## config.mk

```make
export PLATFORM = sky130hd
export DESIGN_NAME = traffic_light_monitor
export DESIGN_NICKNAME = d
export VERILOG_FILES = /design/src/rtl/traffic_light_monitor.sv
export SDC_FILE = /design/constraint.sdc
export NUM_CORES = 1
export LEC_CHECK = 0
export BUFFER_PORTS_ARGS = -buffer_cell sky130_fd_sc_hd__clkbuf_2
export CORE_MARGIN = 5
export CORE_UTILIZATION = 41
export DETAILED_ROUTE_END_ITERATION = 7
export PLACE_DENSITY_LB_ADDON = 0.08
export SLEW_MARGIN = 20
export SYNTH_ARGS = -nofsm -noshare
export SYNTH_HDL_FRONTEND = slang
export SYNTH_SLANG_ARGS = --single-unit
```

## constraint.sdc

```tcl
create_clock -name clk -period 3.24 [get_ports clk]
set_input_delay 0.648 -clock clk [delete_from_list [all_inputs] [get_ports clk]]
set_output_delay 0.648 -clock clk [all_outputs]
set_load 0.05 [all_outputs]
```

## src/rtl/traffic_light_monitor.sv

```systemverilog
// Passive checker for the two-road traffic-light bus: encoding, phase order, dwell and conflicts.
// Optional dwell watchdog (error code 6) is compiled in with `define TLMON_TIMEOUT_EN.
module traffic_light_monitor #(
  parameter int GREEN_MIN  = 4,
  parameter int YELLOW_CYC = 2,
  parameter int CNT_W      = 16,
  parameter int MAX_DWELL  = 1000
) (
  input  logic       clk,
  input  logic       rst,
  input  logic [2:0] traffic_A,
  input  logic [2:0] traffic_B,
  output logic       err_valid,
  output logic [2:0] err_code,
  output logic       err_road,
  output logic       err_sticky,
  output logic [7:0] err_count
);

  typedef enum logic [2:0] {
    RED    = 3'b100,
    YELLOW = 3'b010,
    GREEN  = 3'b001
  } light_e;

  typedef enum logic [2:0] {
    ERR_NONE        = 3'd0,
    ERR_ENCODING    = 3'd1,
    ERR_ORDER       = 3'd2,
    ERR_CONFLICT    = 3'd3,
    ERR_SHORT_GREEN = 3'd4,
    ERR_YELLOW      = 3'd5,
    ERR_TIMEOUT     = 3'd6
  } err_code_e;

  typedef struct packed {
    light_e           prev;
    logic [CNT_W-1:0] cnt;
    logic             synced;
  } road_t;

  localparam logic [CNT_W-1:0] GREEN_MIN_C  = CNT_W'(GREEN_MIN);
  localparam logic [CNT_W-1:0] YELLOW_CYC_C = CNT_W'(YELLOW_CYC);
  localparam logic [CNT_W-1:0] CNT_SAT      = '1;
`ifdef TLMON_TIMEOUT_EN
  // The watchdog fires on the increment that lands on MAX_DWELL, i.e. when the old count is one short.
  localparam logic [CNT_W-1:0] DWELL_PRE    = CNT_W'(MAX_DWELL - 1);
`endif

  if ((64'(MAX_DWELL) >= (64'd1 << CNT_W)) || (64'(GREEN_MIN) >= (64'd1 << CNT_W)) ||
      (64'(YELLOW_CYC) >= (64'd1 << CNT_W))) begin : g_param_check
    $error("traffic_light_monitor: dwell parameters do not fit in CNT_W bits");
  end

  function automatic light_e successor(input light_e l);
    case (l)
      GREEN:   return YELLOW;
      YELLOW:  return RED;
      default: return GREEN;
    endcase
  endfunction

  logic [2:0] sample [2];
  road_t      road_q [2];
  road_t      road_d [2];
  logic [1:0] enc_err, order_err, green_err, yellow_err, timeout_err;
  logic       conflict;
  logic       hit;
  err_code_e  code;
  logic       road;

  assign sample[0] = traffic_A;
  assign sample[1] = traffic_B;

  always_comb begin : track
    // NOTE: every signal driven here gets a default first, so no path can leave a latch behind.
    enc_err     = '0;
    order_err   = '0;
    green_err   = '0;
    yellow_err  = '0;
    timeout_err = '0;
    for (int r = 0; r < 2; r++) begin
      road_d[r] = road_q[r];
      if (!$onehot(sample[r])) begin
        enc_err[r]       = 1'b1;
        road_d[r].synced = 1'b0;
      end else if (sample[r] == road_q[r].prev) begin
        if (road_q[r].cnt != CNT_SAT) road_d[r].cnt = road_q[r].cnt + 1'b1;
`ifdef TLMON_TIMEOUT_EN
        timeout_err[r] = road_q[r].synced && (road_q[r].cnt == DWELL_PRE);
`endif
      end else begin
        // An unsynced road only learns its phase here; order and dwell are not yet trustworthy.
        if (road_q[r].synced) begin
          order_err[r]  = sample[r] != successor(road_q[r].prev);
          green_err[r]  = (road_q[r].prev == GREEN) && (road_q[r].cnt < GREEN_MIN_C);
          yellow_err[r] = (road_q[r].prev == YELLOW) && (road_q[r].cnt != YELLOW_CYC_C);
        end
        road_d[r].prev   = light_e'(sample[r]);
        road_d[r].cnt    = CNT_W'(1);
        road_d[r].synced = 1'b1;
      end
    end
  end

  assign conflict = $onehot(sample[0]) && $onehot(sample[1]) &&
                    (sample[0] != RED) && (sample[1] != RED);

  always_comb begin : prioritise
    hit  = 1'b1;
    code = ERR_NONE;
    road = 1'b0;
    if (enc_err[0])          code = ERR_ENCODING;
    else if (enc_err[1])     begin code = ERR_ENCODING;    road = 1'b1; end
    else if (conflict)       code = ERR_CONFLICT;
    else if (order_err[0])   code = ERR_ORDER;
    else if (order_err[1])   begin code = ERR_ORDER;       road = 1'b1; end
    else if (green_err[0])   code = ERR_SHORT_GREEN;
    else if (green_err[1])   begin code = ERR_SHORT_GREEN; road = 1'b1; end
    else if (yellow_err[0])  code = ERR_YELLOW;
    else if (yellow_err[1])  begin code = ERR_YELLOW;      road = 1'b1; end
    else if (timeout_err[0]) code = ERR_TIMEOUT;
    else if (timeout_err[1]) begin code = ERR_TIMEOUT;     road = 1'b1; end
    else                     hit = 1'b0;
  end

  // NOTE: state registers use non-blocking assignments so every flop samples pre-edge values.
  always_ff @(posedge clk) begin
    if (rst) begin
      for (int r = 0; r < 2; r++) road_q[r] <= '{prev: RED, cnt: '0, synced: 1'b0};
      err_valid  <= 1'b0;
      err_code   <= ERR_NONE;
      err_road   <= 1'b0;
      err_sticky <= 1'b0;
      err_count  <= 8'd0;
    end else begin
      for (int r = 0; r < 2; r++) road_q[r] <= road_d[r];
      err_valid <= hit;
      err_code  <= code;
      err_road  <= road;
      if (hit) err_sticky <= 1'b1;
      if (hit && (err_count != 8'hFF)) err_count <= err_count + 8'd1;
    end
  end

endmodule

```

==> metrics.yaml <==
worst_setup_path:
  end_kind: "register"
  path_class: "in -> reg"
  ff2ff_setup_slack_ns: 0.80
  critPathArrivalTime_ns: 3.03
  crit_path_max_fanout: 10
  crit_required_ns: 3.44
  critPathLaunchType: "input pin"
clocking:
  cts_tree: "yes"
  clk_path_buf_depth: 2
  cts_resized: 0
  cts_hold_buf: 0
  clkLatencyLatePin_ns: 0.31
  post_cts_buffers: 0
  path_clk_slew_ns: 0.10
  cts_root_buf: "clkbuf_8"
  htree_levels: 2
  cts.sinks: 54
  numCtsBuffers: 5
synth:
  synth_nets: 358
  yosysUniqueCellTypes: 52
  synth_warnings: 0
  syn_area_um2: 2825
  synth.mux.area_fraction_pct: 3.809
  syn_avg_cell_area_um2: 8.237
  synth_compound_area_share_pct: 10.14
  synth_seq_area_share_pct: 38.26
  synth_edf_count: 0
  synth_ff_type: "dfxtp_1"
  synth-xor-area-share_pct: 8.990
  async_flop_share_pct: 0
  synth_top_family_by_area: "simple AND/OR/NAND/NOR gates"
  yosys.area_share.simple_pct: 32.20
  synth-seq-cells: 54
  synthAdderAreaFrac_pct: 3.632
  syn-instance-count: 343
timing:
  rsz0062_at_grt: "no"
  finalCriticalPeriod_ns: 2.826
  worstMarginPinSlew_ns: 0.6696
  relSlewSlack_pct: 54.89
  fin_skew_ns: 0.009006
  fin_setup_tns_ns: 0
  setup_violations: 0
  fmax_mhz: 353.9
  hold_violations: 0
  finalCritPeriodShare_pct: 87.21
  setup_ws_ns: 0.4143
  slew_viol_final: 0
layout:
  fill_cells: 687
  area_growth_pct: 12.58
  fin_area_um2: 3181
  multi_input_area_um2: 1660
  nets: 387
  fin_util_pct: 47.07
  regArea_um2: 1081
  diodes: 0
  final_layout_size_suffix_gt1_share_pct: 11.80
  instances_no_fill: 453
global_route:
  grt_max_degree: 26
  grt_first_pass_wirelength_um: 10430
  track_usage_pct: 14.78
  antenna_found_initial: 0
  grt.overflow.total: 0
  first_global_vias: 2267
hold_path:
  hold_class: "reg -> reg"
die:
  dieArea_um2: 8651
  die_x_um: 93.01
  row_count: 30
  initial_core_util_pct: 41.81
  core_region_area_um2: 6756
  die_y_um: 93.01
  ios: 22
route:
  drtIter0Drc: 62
  first_pass_iters: 4
  wl_per_cell_um: 12.98
  drt_wl_total_um: 5880
  route.detailed.drc: 0
  num_vias: 2363
  via_per_inst: 5.216
  ant_nets: 0
placement:
  dpl_cell_area_um2: 3067
  place.gp.congestion: 0.8638
  dpl_worst_slack_ns: 0.08392
  io_buffers: 21
  hpwl_um: 4395
  post-place-cells: 445
power:
  seqPwrFrac_pct: 52.5
  p_int_mw: 0.9754
  p_per_area_nw_per_um2: 421.0
  p_leak_nw: 1.221
  switchingPower_mw: 0.3637
  p_comb_share_pct: 13.1
  irDropWorstVdd_mv: 0.2018
  p_clk_share_pct: 34.4
  switching_share_pct: 27.16
job:
  maxCapViolations: 0
run_status:
  outcome: "finished, final reports clean"
-- registers in the layout, indices dropped and copies added (netlist names) --
name,cells
road_q,40
err_count,8
err_code,3
err_sticky,1
err_valid,1
err_road,1
-- Yosys cell counts (2+ instances only) --
master    instances  area (um2)
o21ai_1           2       10.01
o211ai_1          2       15.01
xor2_1           17       148.9
and4_1            5       43.79
o21ai_0          12       60.06
nor2_1           52       195.2
o21a_1            2       15.01
nor3_1           10       50.05
and2_1            2       12.51
or3_1             8       50.05
inv_1            14       52.55
nand3_1          14       70.07
fa_1              2       40.04
and3_1            8       50.05
a21oi_1          12       60.06
mux2i_1           4       40.04
nor4bb_1          2       20.02
nor3b_1           3       22.52
a21oi_2           2       17.52
nand2_1          37       138.9
xnor2_1          12       105.1
nand4_1          10       62.56
nor2b_1           8       50.05
clkbuf_1          6       22.52
dfxtp_1          54        1081
o21bai_1          2       15.01
ha_1              5       62.56
nor4b_1           2       17.52
nor4_1            6       37.54
mux2_1            6       67.56
-- cell usage in the layout, fill, tap and decap left out, types with 6 or more instances in the layout --
cell type | netlist | routed
a21oi_1 | 12 | 12
and3_1 | 8 | 8
buf_4 | 0 | 9
clkbuf_2 | 0 | 21
dfxtp_1 | 54 | 54
inv_1 | 14 | 14
mux2_1 | 6 | 6
nand2_1 | 37 | 37
nand3_1 | 14 | 14
nand4_1 | 10 | 10
nor2_1 | 52 | 52
nor2b_1 | 8 | 8
nor3_1 | 10 | 10
nor4_1 | 6 | 6
o21ai_0 | 12 | 12
or3_1 | 8 | 8
xnor2_1 | 12 | 12
xor2_1 | 17 | 17
-- logic make-up after synthesis --
group           Yosys count
mux                      10
xor+xnor                 29
fa+ha+maj                 7
buf+inv                  22
compound gates           45
simple gates            176
flops                    54
-- power groups by stage --
stage / Clock [mW] / Combinational, mW / Sequential [mW]
floorplan: 0 / 0.100 / 0.737
global placement: 0 / 0.176 / 0.718
detailed placement: 0 / 0.177 / 0.718
CTS: 0.476 / 0.178 / 0.703
global route: 0.502 / 0.198 / 0.707
finish: 0.460 / 0.176 / 0.703
-- area by class of cell --
| type | instances | share of cell area, % |
|---|---|---|
| Clock inverter | 3 | 1.416 |
| Timing Repair Buffer | 30 | 5.429 |
| Tap cell | 80 | 3.147 |
| Inverter | 14 | 1.652 |
| Sequential cell | 54 | 33.99 |
| Clock buffer | 5 | 2.164 |
| Multi-Input combinational cell | 267 | 52.20 |
-- metal layers --
metal | global-route usage, % | vias to the layer above | share of wire, %
li1 | - | 1252 | -
met1 | 19.77 | 1073 | 51
met2 | 24.06 | 31 | 45
met3 | 2.896 | 7 | 3.0
met4 | 4.518 | 0 | 0.95
met5 | 0 | - | 0
-- path summary, 6_finish.rpt --
check,startpoint,to,cells after the start
hold / removal,err_sticky,err_sticky,2
setup / recovery,traffic_A[0],err_count[4],10
hold reg to reg,err_sticky,err_sticky,2
setup reg to reg,road_q[0][3],err_count[4],7
-- critical path, cell delays in order --
cell      delay (ns)
clkbuf_2        0.15
inv_1           0.08
fa_1            0.49
nand3b_1        0.17
a31o_1          0.20
or3_1           0.40
and2_4          0.17
nor4b_4         0.16
nor3_1          0.21
mux2_1          0.35
-- per-stage QoR --
stage / hold WS, ns / total power, mW
floorplan: 0.4407 / 0.8367
global placement: 0.4462 / 0.8941
detailed placement: 0.4514 / 0.8955
CTS: 0.4687 / 1.358
global route: 0.4883 / 1.407
finish: 0.4733 / 1.339
(Power assumes the default switching activity.)
